`src/rtl/serial_word_assembler.sv`:
```
// serial_word_assembler
//   Collects a qualified serial bit stream (already registered upstream) into
//   WIDTH-bit parallel words and strobes pvalid for one cycle per word.
//
// Ports
//   clk        rising-edge clock for every register
//   rst_n      asynchronous active-low reset
//   sin        serial data bit, used only when sin_valid=1
//   sin_valid  qualifies sin on this edge
//   clear      synchronous abort of the partial word (wins over sin_valid)
//   pdata      last completed word (registered, only updated on completion)
//   pvalid     one-cycle strobe: pdata was loaded on the previous edge
//   busy       a partial word is held (bit_cnt != 0)
//   bit_cnt    bits of the current word received so far
module serial_word_assembler #(
  parameter int WIDTH     = 8,
  parameter bit MSB_FIRST = 1'b1,
  parameter int CW        = $clog2(WIDTH)
) (
  input  logic             clk,
  input  logic             rst_n,
  input  logic             sin,
  input  logic             sin_valid,
  input  logic             clear,
  output logic [WIDTH-1:0] pdata,
  output logic             pvalid,
  output logic             busy,
  output logic [CW-1:0]    bit_cnt
);

  localparam logic [CW-1:0] LAST = CW'(WIDTH - 1);

  logic [WIDTH-1:0] sreg;
  logic [WIDTH-1:0] shifted;

  // Shift direction picks which end of the word the first bit ends up in.
  generate
    if (MSB_FIRST) begin : g_msb
      assign shifted = {sreg[WIDTH-2:0], sin};
    end else begin : g_lsb
      assign shifted = {sin, sreg[WIDTH-1:1]};
    end
  endgenerate

  always_ff @(posedge clk or negedge rst_n) begin
    if (!rst_n) begin
      sreg    <= '0;
      bit_cnt <= '0;
      pdata   <= '0;
      pvalid  <= 1'b0;
    end else if (clear) begin
      // Abort: the bit presented with clear is dropped, pdata kept.
      sreg    <= '0;
      bit_cnt <= '0;
      pvalid  <= 1'b0;
    end else if (sin_valid) begin
      if (bit_cnt == LAST) begin
        // Final bit goes straight into pdata so there is no extra latency;
        // sreg restarts empty so the next bit is bit 0 of the next word.
        pdata   <= shifted;
        pvalid  <= 1'b1;
        bit_cnt <= '0;
        sreg    <= '0;
      end else begin
        sreg    <= shifted;
        bit_cnt <= bit_cnt + 1'b1;
        pvalid  <= 1'b0;
      end
    end else begin
      pvalid <= 1'b0;
    end
  end

  assign busy = (bit_cnt != '0);

endmodule

```
`config.mk`:
```
export PLATFORM = sky130hd
export DESIGN_NAME = serial_word_assembler
export DESIGN_NICKNAME = d
export VERILOG_FILES = /design/src/rtl/serial_word_assembler.sv
export SDC_FILE = /design/constraint.sdc
export NUM_CORES = 1
export LEC_CHECK = 0
export CAP_MARGIN = 25
export CORE_MARGIN = 2
export CORE_UTILIZATION = 58
export DETAILED_ROUTE_END_ITERATION = 10
export DONT_BUFFER_PORTS = 1
export PLACE_DENSITY = 0.82
export REMOVE_ABC_BUFFERS = 1
export SKIP_CTS_REPAIR_TIMING = 1
export SLEW_MARGIN = 15
export SYNTH_ARGS = -nofsm -noshare
export SYNTH_HDL_FRONTEND = slang
export SYNTH_SLANG_ARGS = --single-unit
```
`constraint.sdc`:
```
create_clock -name clk -period 1.55 [get_ports clk]
set_input_delay 0.3875 -clock clk [delete_from_list [all_inputs] [get_ports clk]]
set_output_delay 0.3875 -clock clk [all_outputs]
set_load 0.1 [all_outputs]
```
Word-level counts from Yosys, hierarchy flattened
Cells that the tools add are included.
- register bits: 19
- add/sub/neg operators: 1
- muxes and demuxes: 9
- equality and inequality tests: 1
- reductions and logical operators: 3
- bitwise operators: 1
- operator list (operator ; number):
    two-way mux 7 bit ; 3
    two-way mux 3 bit ; 3
    adder 3 x 1 -> 3 bit (second input constant) ; 1
    equality test 3 bit (second input constant) ; 1
    two-way mux 1 bit ; 3
    AND reduction 3 bit ; 1
    nonzero test 3 bit ; 1
    nonzero test 2 bit ; 1
    NOT 1 bit ; 1

Depth between registers and ports, before layout
Gate-level depths: netlist (run 1).
- word-level depth: 4
- depth in mapped cells: 4
- mapped depth without buffers: 4

Worst setup path after synthesis (run 1)
No wires, ideal clock.
- kind: flip-flop to output port
- from: reg bit_cnt[0]
- to: out busy
- arrival time: 1.970 ns
- setup slack: -0.808 ns
- cell stages (with the launch flop): 4
- cells stage by stage: dfrtp_1 inv_1 ha_1 nand2b_1
- longest elaborated chain between the ends: 1
- ends and longest elaborated chain (item ; RTL line ; text):
    start: declaration ; 28 ; output logic [CW-1:0] bit_cnt
    start signal: assignment ; 66 ; bit_cnt <= bit_cnt + 1'b1;
    nonzero test 3 bit ; 74 ; assign busy = (bit_cnt != '0);
    end: declaration ; 27 ; output logic busy,
No other way between the ends.

Final worst setup path (run 1)
- from: reg bit_cnt[1]
- to: out busy
The elaborated chain is that of the path after synthesis.

==> results of run 1 <==
report_power, final:
part / total [W] / leakage, nW / internal, W / switching (W)
logic: 0.000151 / 0.219 / 0.0000477 / 0.000103
clock network: 0.000241 / 0.0177 / 0.0000960 / 0.000145
registers: 0.000512 / 0.253 / 0.000504 / 0.00000829
synth_stat cells, drive strengths merged:
cell type | number | area (sq um)
clkbuf | 1 | 3.75
mux2i | 2 | 20.0
mux2 | 8 | 90.1
nand2b | 8 | 50.1
xnor2 | 1 | 8.76
ha | 4 | 50.1
nand3b | 8 | 72.6
nor2 | 3 | 11.3
inv | 3 | 11.3
a21oi | 7 | 35.0
dfrtp | 19 | 475
buf | 2 | 15.0
registers in the layout, indices dropped and copies added, names as in the netlist:
signal	flops
pdata	8
sreg	7
bit_cnt	3
pvalid	1
worst max-delay path, delay by kind of cell (launching register included):
family / cells / cell delay, ns
AND/OR/NAND/NOR: 1 / 0.06
adder cells (fa/ha/maj): 1 / 0.19
flip-flops: 1 / 0.41
buffers and inverters: 2 / 0.23
per-stage QoR:
step	cell area [sq um]	worst slack [ns]	power, W
3_5_place_dp	933	0.0940	0.000655
5_1_grt	988	-0.0639	0.000942
2_1_floorplan	825	-0.808	0.000621
3_3_place_gp	933	0.131	0.000653
4_1_cts	961	-0.0833	0.000895
6_report	988	-0.0166	0.000903
metal layers:
layer	share of wire (%)	global-route usage, %	vias up
met5	0	0	-
met3	3.7	3.88	4
met2	47	26.3	12
met1	47	19.9	231
li1	-	-	240
met4	1.8	9.38	0
final cells by class:
cell class	count	area share (%)
sequential	19	48.9
multi-input combinational	41	35.2
tap	15	1.90
clock inverter	1	0.506
clock buffer	3	2.28
timing repair buffer	8	10.1
inverter	3	1.14
cells by family after synthesis:
| kind of cell | count (synthesis) | share of synthesized area [%] |
|---|---|---|
| compound gates | 7 | 4.15 |
| xor+xnor | 1 | 1.04 |
| fa+ha+maj | 4 | 5.93 |
| buf+inv | 6 | 3.56 |
| flops | 19 | 56.4 |
| mux | 10 | 13.1 |
| simple gates | 19 | 15.9 |
final timing paths:
check / to / depth (start not counted) / start
setup / recovery: busy / 4 / bit_cnt[1]$_DFFE_PN0P_
setup reg to reg: pdata[0]$_DFFE_PN0P_ / 4 / bit_cnt[0]$_DFFE_PN0P_
max in group asynchronous: pdata[6]$_DFFE_PN0P_ / 1 / rst_n
hold reg to reg: pdata[7]$_DFFE_PN0P_ / 1 / sreg[6]$_DFFE_PN0P_
min in group asynchronous: sreg[4]$_DFFE_PN0P_ / 1 / rst_n
hold / removal: sreg[2]$_DFFE_PN0P_ / 1 / clear
==> results.md, run 1 <==
* Sequential area share after synthesis at 56.4%
* First-pass GRT wire length at 2150 microns
* Status: finished with violations
* Failing checks: setup timing
* Critical path data arrival time at 1.18 ns
* Worst vdd rail ir drop at 492 uV
* Leading cell types in the layout, fill and taps excluded: 13 x dfrtp_1, 8 x mux2_2, 7 x nand2b_1, 7 x nand3b_1, 7 x a21oi_1
* Hold Slack at 0.141 ns
* PD cells at 914 nW/um^2
* Post-synthesis sequential element count at 19
* Iteration-0 DRC count of the detailed router at 1
* Die width at 42.1 microns
* Clock edge transition at the registers on the reported setup and hold paths at 0.10 ns
* Starting density of the core at 63.2%
* Final Hold Violating Endpoints at 0
* Top-Level Pins at 18
* Area of the die at 1770 sq um
* Synth Area per Inst at 12.8 sq um
* Filler Cell Count at 86
* Max Buffers Root-to-Sink at 2
* Tcrit/Tclk final at 101%
* Via/cell ratio at 5.41
* Number of detailed-route iterations in the first pass at 2
* # placed instances at 85
* Final critical-path setup slack at -0.0166 ns
* Number of distinct standard cells referenced by the synthesized netlist at 13
* Drt drc at 0
* Total Wirelength at 1290 microns
* Synthesized area at 843 sq um
* Number of pins with negative max-slew slack in the final report at 0
* Maximum fanout along the worst path at 3
* Finish-stage setup viols at 1
* Cells after synthesis at 66
* Sum Neg Setup Slack at -0.0166 ns
* Transition at the pin with the smallest max-transition slack at 0.827 ns
* Worst hold path class: in2reg
* Final Non-Filler Cells at 90
* # nets final at 85
* Final worst clock skew at 0.00327 ns
* Average wire per cell in the routed design at 14.3 microns
* Final core utilization at 74.1%
* Worst reg2reg setup slack at 0.09 ns
* Quantity of I/O buffers inserted on ports at 0
* Clock Tree Root: clkbuf_4
* Total area of sequential cells at 483 sq um
* Count of inserted antenna diode cells at 0
* Maximum frequency from static timing analysis at 0.638 GHz
* Final GP Congestion at 0.669
* Ratio of cells with drive above 1 in the final layout at 37.3%
* Static power due to leakage at 0.490 nW
* Rel. slew slack at 44.7%
* Area used by multi-input combinational logic at 348 sq um
* TritonCTS clock tree: yes
* Number of violations of the max-capacitance limit at 0
* Largest net degree at the start of global routing at 20
* Inserted Clock Buffers at 3
* Global route overflow at 0
* Half-perimeter wire length after detailed placement at 894 microns
* Leading cell type in the layout, fill and taps excluded: dfrtp_1
* Vias in the first global route at 494
* Area growth from synthesis to layout at 17.2%
* Cell with the largest stage delay on the worst path: dfrtp_1
* RSZ-0062 raised after global routing: yes
* Initial antenna violation count at 0
* CTS H-tree lvls at 1
* Startpoint types: register
* Crit path capture type: output port
* Global-route usage over all layers at 16.3%
* Vert. Die Dim at 42.1 microns
* Cell Rows at 13
* Maximum cell stage delay along the critical path at 0.41 ns
* Vias after detailed routing at 487
* CTS Sinks at 19
* WS Path Type: reg2out
* Required time at the worst-slack endpoint at 1.16 ns
* Clock insertion delay at the later pin of the skew report at 0.29 ns
* Core area at 1330 sq um
* Detail Route Antenna Nets at 0
* Warnings, synthesis at 0
* Clock period minus final worst setup slack at 1.57 ns
* List of cells traversed by the critical path: inv_1 > ha_2 > nand2b_4 > buf_12
No activity file was read; power rests on OpenSTA's default activity.
==> inputs of run 2 (changes only) <==
--- a/config.mk
+++ b/config.mk
@@ -6,7 +6,6 @@
 export NUM_CORES = 1
 export LEC_CHECK = 0
 export CAP_MARGIN = 25
-export CORE_MARGIN = 2
 export CORE_UTILIZATION = 58
 export DETAILED_ROUTE_END_ITERATION = 10
 export DONT_BUFFER_PORTS = 1
@@ -17,3 +16,4 @@
 export SYNTH_ARGS = -nofsm -noshare
 export SYNTH_HDL_FRONTEND = slang
 export SYNTH_SLANG_ARGS = --single-unit
+export TNS_END_PERCENT = 50
==> run 2 against run 1 <==
Net effect: the run still ends with setup timing left; combinational power about the same; sequential power about the same; sequential share of layout area down 0.97 points; first-iteration DRC count rose to 11 times the previous value; die area down 9.3%; utilization up 1.3 points; global-route usage up 5.3 points; design area up 1.8%; setup slack worse by 0.016 ns; flip-flop and latch count unchanged; worst hold slack about the same; routed wire length up 10%.
==> results.md, run 2 (synthesis gave the netlist of run 1 again) <==
* Status: finished with violations
* Failing checks: setup timing
* Global-route usage over all layers at 21.6%
* Half-perimeter wire length after detailed placement at 950 microns
* Final Hold Violating Endpoints at 0
* Die width at 40.1 microns
* CTS H-tree lvls at 1
* Number of violations of the max-capacitance limit at 0
* CTS Sinks at 19
* Quantity of I/O buffers inserted on ports at 0
* Maximum frequency from static timing analysis at 0.632 GHz
* Number of detailed-route iterations in the first pass at 4
* Count of inserted antenna diode cells at 0
* Biggest register: pdata
* Tcrit/Tclk final at 102%
* Leading cell types in the layout, fill and taps excluded: 14 x dfrtp_1, 8 x nand2b_1, 8 x mux2_2
* Fraction of power consumed by sequential logic at 56.6%
* Iteration-0 DRC count of the detailed router at 11
* PD cells at 900 nW/um^2
* TritonCTS clock tree: yes
* Initial antenna violation count at 0
* Clock Tree Root: clkbuf_4
* Detail Route Antenna Nets at 0
* Area of the die at 1610 sq um
* Area growth from synthesis to layout at 19.3%
* First-pass GRT wire length at 2160 microns
* Global route overflow at 0
* Required time at the worst-slack endpoint at 1.16 ns
* Final worst clock skew at 0.00272 ns
* Area used by multi-input combinational logic at 340 sq um
* Max FFs per register at 8
* Vias in the first global route at 501
* Share of total power in the clock network at 26.9%
* Drt drc at 0
* Ratio of cells with drive above 1 in the final layout at 35.1%
* Static power due to leakage at 0.501 nW
* Share of power burned in combinational logic at 16.6%
* Worst vdd rail ir drop at 705 uV
* Transition at the pin with the smallest max-transition slack at 0.841 ns
* Worst hold path class: in2reg
* Cell area after layout at 1010 sq um
* Critical path data arrival time at 1.20 ns
* Final critical-path setup slack at -0.0329 ns
* Top-Level Pins at 18
* Clock period minus final worst setup slack at 1.58 ns
* Inserted Clock Buffers at 3
* Average wire per cell in the routed design at 15.5 microns
* Maximum fanout along the worst path at 3
* Clock edge transition at the registers on the reported setup and hold paths at 0.10 ns
* Share of total power consumed by net switching at 28.2%
* Sum Neg Setup Slack at -0.0329 ns
* WS Path Type: reg2out
* Crit path capture type: output port
* Vert. Die Dim at 40.1 microns
* Vias after detailed routing at 512
* Starting density of the core at 63.2%
* Cell internal pwr at 0.000650 W
* Cell Area, Placed at 953 sq um
* Final Power at 0.000905 W
* Finish-stage setup viols at 1
* CP startpoint: bit_cnt[0]$_DFFE_PN0P_
* Largest regs: pdata (8), sreg (7), bit_cnt (3)
* Clock insertion delay at the later pin of the skew report at 0.29 ns
* Startpoint types: register
* Cell Rows at 13
* Core area at 1330 sq um
* Max Buffers Root-to-Sink at 2
* Filler Cell Count at 94
* Hold path startpoint: clear
* Number of pins with negative max-slew slack in the final report at 0
* Total area of sequential cells at 482 sq um
* Sw Pwr at 0.000255 W
* Largest net degree at the start of global routing at 20
* Leading cell type in the layout, fill and taps excluded: dfrtp_1
* Via/cell ratio at 5.57
* Final GP Congestion at 0.723
* # nets final at 87
* RSZ-0062 raised after global routing: yes
* Source of the worst register-to-register timing path: bit_cnt[0]$_DFFE_PN0P_
* Total Wirelength at 1420 microns
* Rel. slew slack at 43.8%
[run 2: changes by cell type in the layout (fill, tap and decap cells not counted)]
cell / before / now
buf_12: 3 / 4
buf_4: 4 / 5
clkbuf_1: 0 / 1
clkinv_2: 1 / 0
dfrtp_1: 13 / 14
dfrtp_2: 6 / 5
nand2b_1: 7 / 8
nand2b_4: 1 / 0
[run 2: worst paths after layout]
path                                        end  slack (ns)  cells past startpoint
min                         sreg[4]$_DFFE_PN0P_        0.14                      1
min in group asynchronous   sreg[0]$_DFFE_PN0P_        0.64                      1
max reg2reg                pdata[3]$_DFFE_PN0P_        0.08                      4
max                                        busy       -0.03                      4
max in group asynchronous  pdata[0]$_DFFE_PN0P_        0.34                      1
min reg2reg                pdata[7]$_DFFE_PN0P_        0.53                      1
[run 2: per-stage QoR]
stage	hold slack [ns]	utilization (%)	cells	setup WS [ns]
after floorplan	0.0919	-	63	-0.808
after global placement	0.0923	71.5	86	0.140
after detailed placement	0.0923	71.5	86	0.0742
after CTS	-0.237	73.5	90	-0.0863
after global routing	0.128	75.4	92	-0.0886
final	0.141	75.4	92	-0.0329
[run 2: metal layers]
metal	vias to the layer above	wire, microns	global-route usage (%)	part of all wire (%)
met1	251	632	26.5	44
met5	-	0	0	0
li1	241	-	-	-
met3	2	71	4.44	5.0
met4	0	11	15.5	0.77
met2	18	707	33.5	50
[run 2: critical path: stages (launching register included)]
cell,delay [ns]
dfrtp_1,0.38
inv_1,0.06
ha_2,0.17
nand2b_1,0.11
buf_12,0.18
[run 2: power by group through the flow]
stage / Clock (W) / Sequential, W / Combinational (W)
6_report: 0.000243 / 0.000512 / 0.000150
2_1_floorplan: 0 / 0.000562 / 0.0000587
4_1_cts: 0.000253 / 0.000512 / 0.000135
3_3_place_gp: 0 / 0.000521 / 0.000133
3_5_place_dp: 0 / 0.000522 / 0.000134
5_1_grt: 0.000269 / 0.000513 / 0.000158
[run 2: final cells by class]
class	instances	share of cell area, %
Clock buffer	4	2.61
Inverter	3	1.12
Multi-Input combinational cell	41	33.8
Sequential cell	19	47.9
Tap cell	15	1.87
Timing Repair Buffer	10	12.7
==> RTL edit, RTL diff (config.mk and constraints of run 1) <==
`WIDTH`: 8 -> 16.
--- a/src/rtl/serial_word_assembler.sv
+++ b/src/rtl/serial_word_assembler.sv
@@ -13,7 +13,7 @@
 //   busy       a partial word is held (bit_cnt != 0)
 //   bit_cnt    bits of the current word received so far
 module serial_word_assembler #(
-  parameter int WIDTH     = 8,
+  parameter int WIDTH     = 16,
   parameter bit MSB_FIRST = 1'b1,
   parameter int CW        = $clog2(WIDTH)
 ) (
Interface: changed (resized bit_cnt and pdata); port bits go from 18 to 27. The function was not compared with the original's and may differ.
==> RTL edit against run 1 <==
The run still ends with setup timing left; setup slack lost 0.057 ns; wire length grew 90%; highest routed layer unchanged; power grew 86%; synthesized cell count grew 39%; sequential share of layout area grew 2.0 points; critical path type unchanged; sequential cell count grew 17; sequential power grew 88%; synthesized area grew 74%; design area grew 81%; core utilization shrank 0.55 points; global-route usage grew 2.9 points.
==> RTL edit: results (changes against run 1) <==
status=finished with violations; failing checks=setup timing; maximum VDD drop=0.7145 mV (+45%); CP max FO=5 (+2); Worst Skew=0.01200 ns (+0.008734 ns); GRT Total Usage=0.1924 (+0.02918); final setup vio count=1 (unchanged); post-synthesis compound-gate area fraction=0.09548 (+0.05394); vias=833 (+71%); synth cell count leaders=dfrtp_1 (36), a22o_1 (16), mux2_4 (9); fraction of layout cells with a size suffix above 1=0.4831 (+0.1097); fillcell total=156 (+81%); first-pass detailed-route iteration total=4 (+2); measured slew at the worst slew-check pin=1.046 ns (+0.2192 ns); clock latency on the worst-skew pair=0.35 ns (+0.06 ns); WL/cell=16.57 um (+16%); Final nets=124 (+46%); Largest regs=pdata: 16 flops, sreg: 15 flops, bit_cnt: 4 flops; RePlAce Congestion=0.7110 (+6.2%); Worst setup startpoint=bit_cnt[2]; post-synthesis xor/xnor area fraction=0.01790 (+0.007517); Leak=0.0008916 uW (+82%); Post-Syn Area per Cell=15.95 um2 (+25%); DRT iter0 DRCs=24 (+23); post-synthesis sequential area ratio=0.6138 (+0.05001); Setup WS post-layout=-0.07336 ns (-0.05675 ns); Sum Neg Setup Slack=-0.07336 ns (-0.05675 ns); reg2reg path depth=5 (+1)
==> RTL edit: cell count changes after synthesis, sizes merged, moves of 3 or more <==
| cell | before | now |
|---|---|---|
| a22o | 0 | 16 |
| nor2 | 3 | 6 |
| mux2 | 8 | 16 |
| nand2b | 8 | 1 |
| a21oi | 7 | 0 |
| dfrtp | 19 | 36 |
| nand3b | 8 | 0 |
==> RTL edit: area by class of cell <==
| class | count | area [um2] | share of cell area |
|---|---|---|---|
| clock buffers | 7 | 55.05 | 0.03077 |
| clock inverters | 1 | 7.507 | 0.004196 |
| inverters | 2 | 7.507 | 0.004196 |
| multi-input cells | 50 | 516.7 | 0.2888 |
| flip-flops and latches | 36 | 909.6 | 0.5084 |
| well taps | 30 | 37.54 | 0.02098 |
| repair buffers | 22 | 255.2 | 0.1427 |
==> RTL edit: power by group <==
part / total, uW / switching [uW] / internal [uW]
logic: 181 / 130 / 51.0
clock network: 535 / 313 / 222
registers: 964 / 15.9 / 948
total: 1680 / 459 / 1220
==> RTL edit: logic make-up (layout without fill, tap and decap cells) <==
family                   Yosys count  count (layout)
adder cells (fa/ha/maj)            2               2
flip-flops                        36              36
buffers and inverters              6              32
AND/OR/NAND/NOR                   12              12
multiplexers                      17              17
AO/OA/AOI/OAI                     16              16
XOR/XNOR                           3               3
==> RTL edit: per-layer routing <==
layer / up-vias / global-route usage / share of wire
li1: 378 / - / -
met1: 424 / 0.2423 / 0.43
met2: 25 / 0.2631 / 0.48
met3: 6 / 0.07104 / 0.063
met4: 0 / 0.1542 / 0.026
met5: - / 0 / 0
==> RTL edit: final timing paths <==
check                             end  slack [ns]
max                              busy       -0.07
min                        bit_cnt[1]        0.10
max reg2reg                  pdata[5]        0.04
min reg2reg                 pdata[15]        0.53
max in group asynchronous    pdata[0]        0.87
min in group asynchronous   pdata[11]        0.48
==> RTL edit: stage by stage <==
step	total power [uW]	instance area, um2
floorplan	1092	1420
global placement	1128	1640
detailed placement	1134	1640
CTS	1659	1703
global route	1749	1789
finish	1680	1789
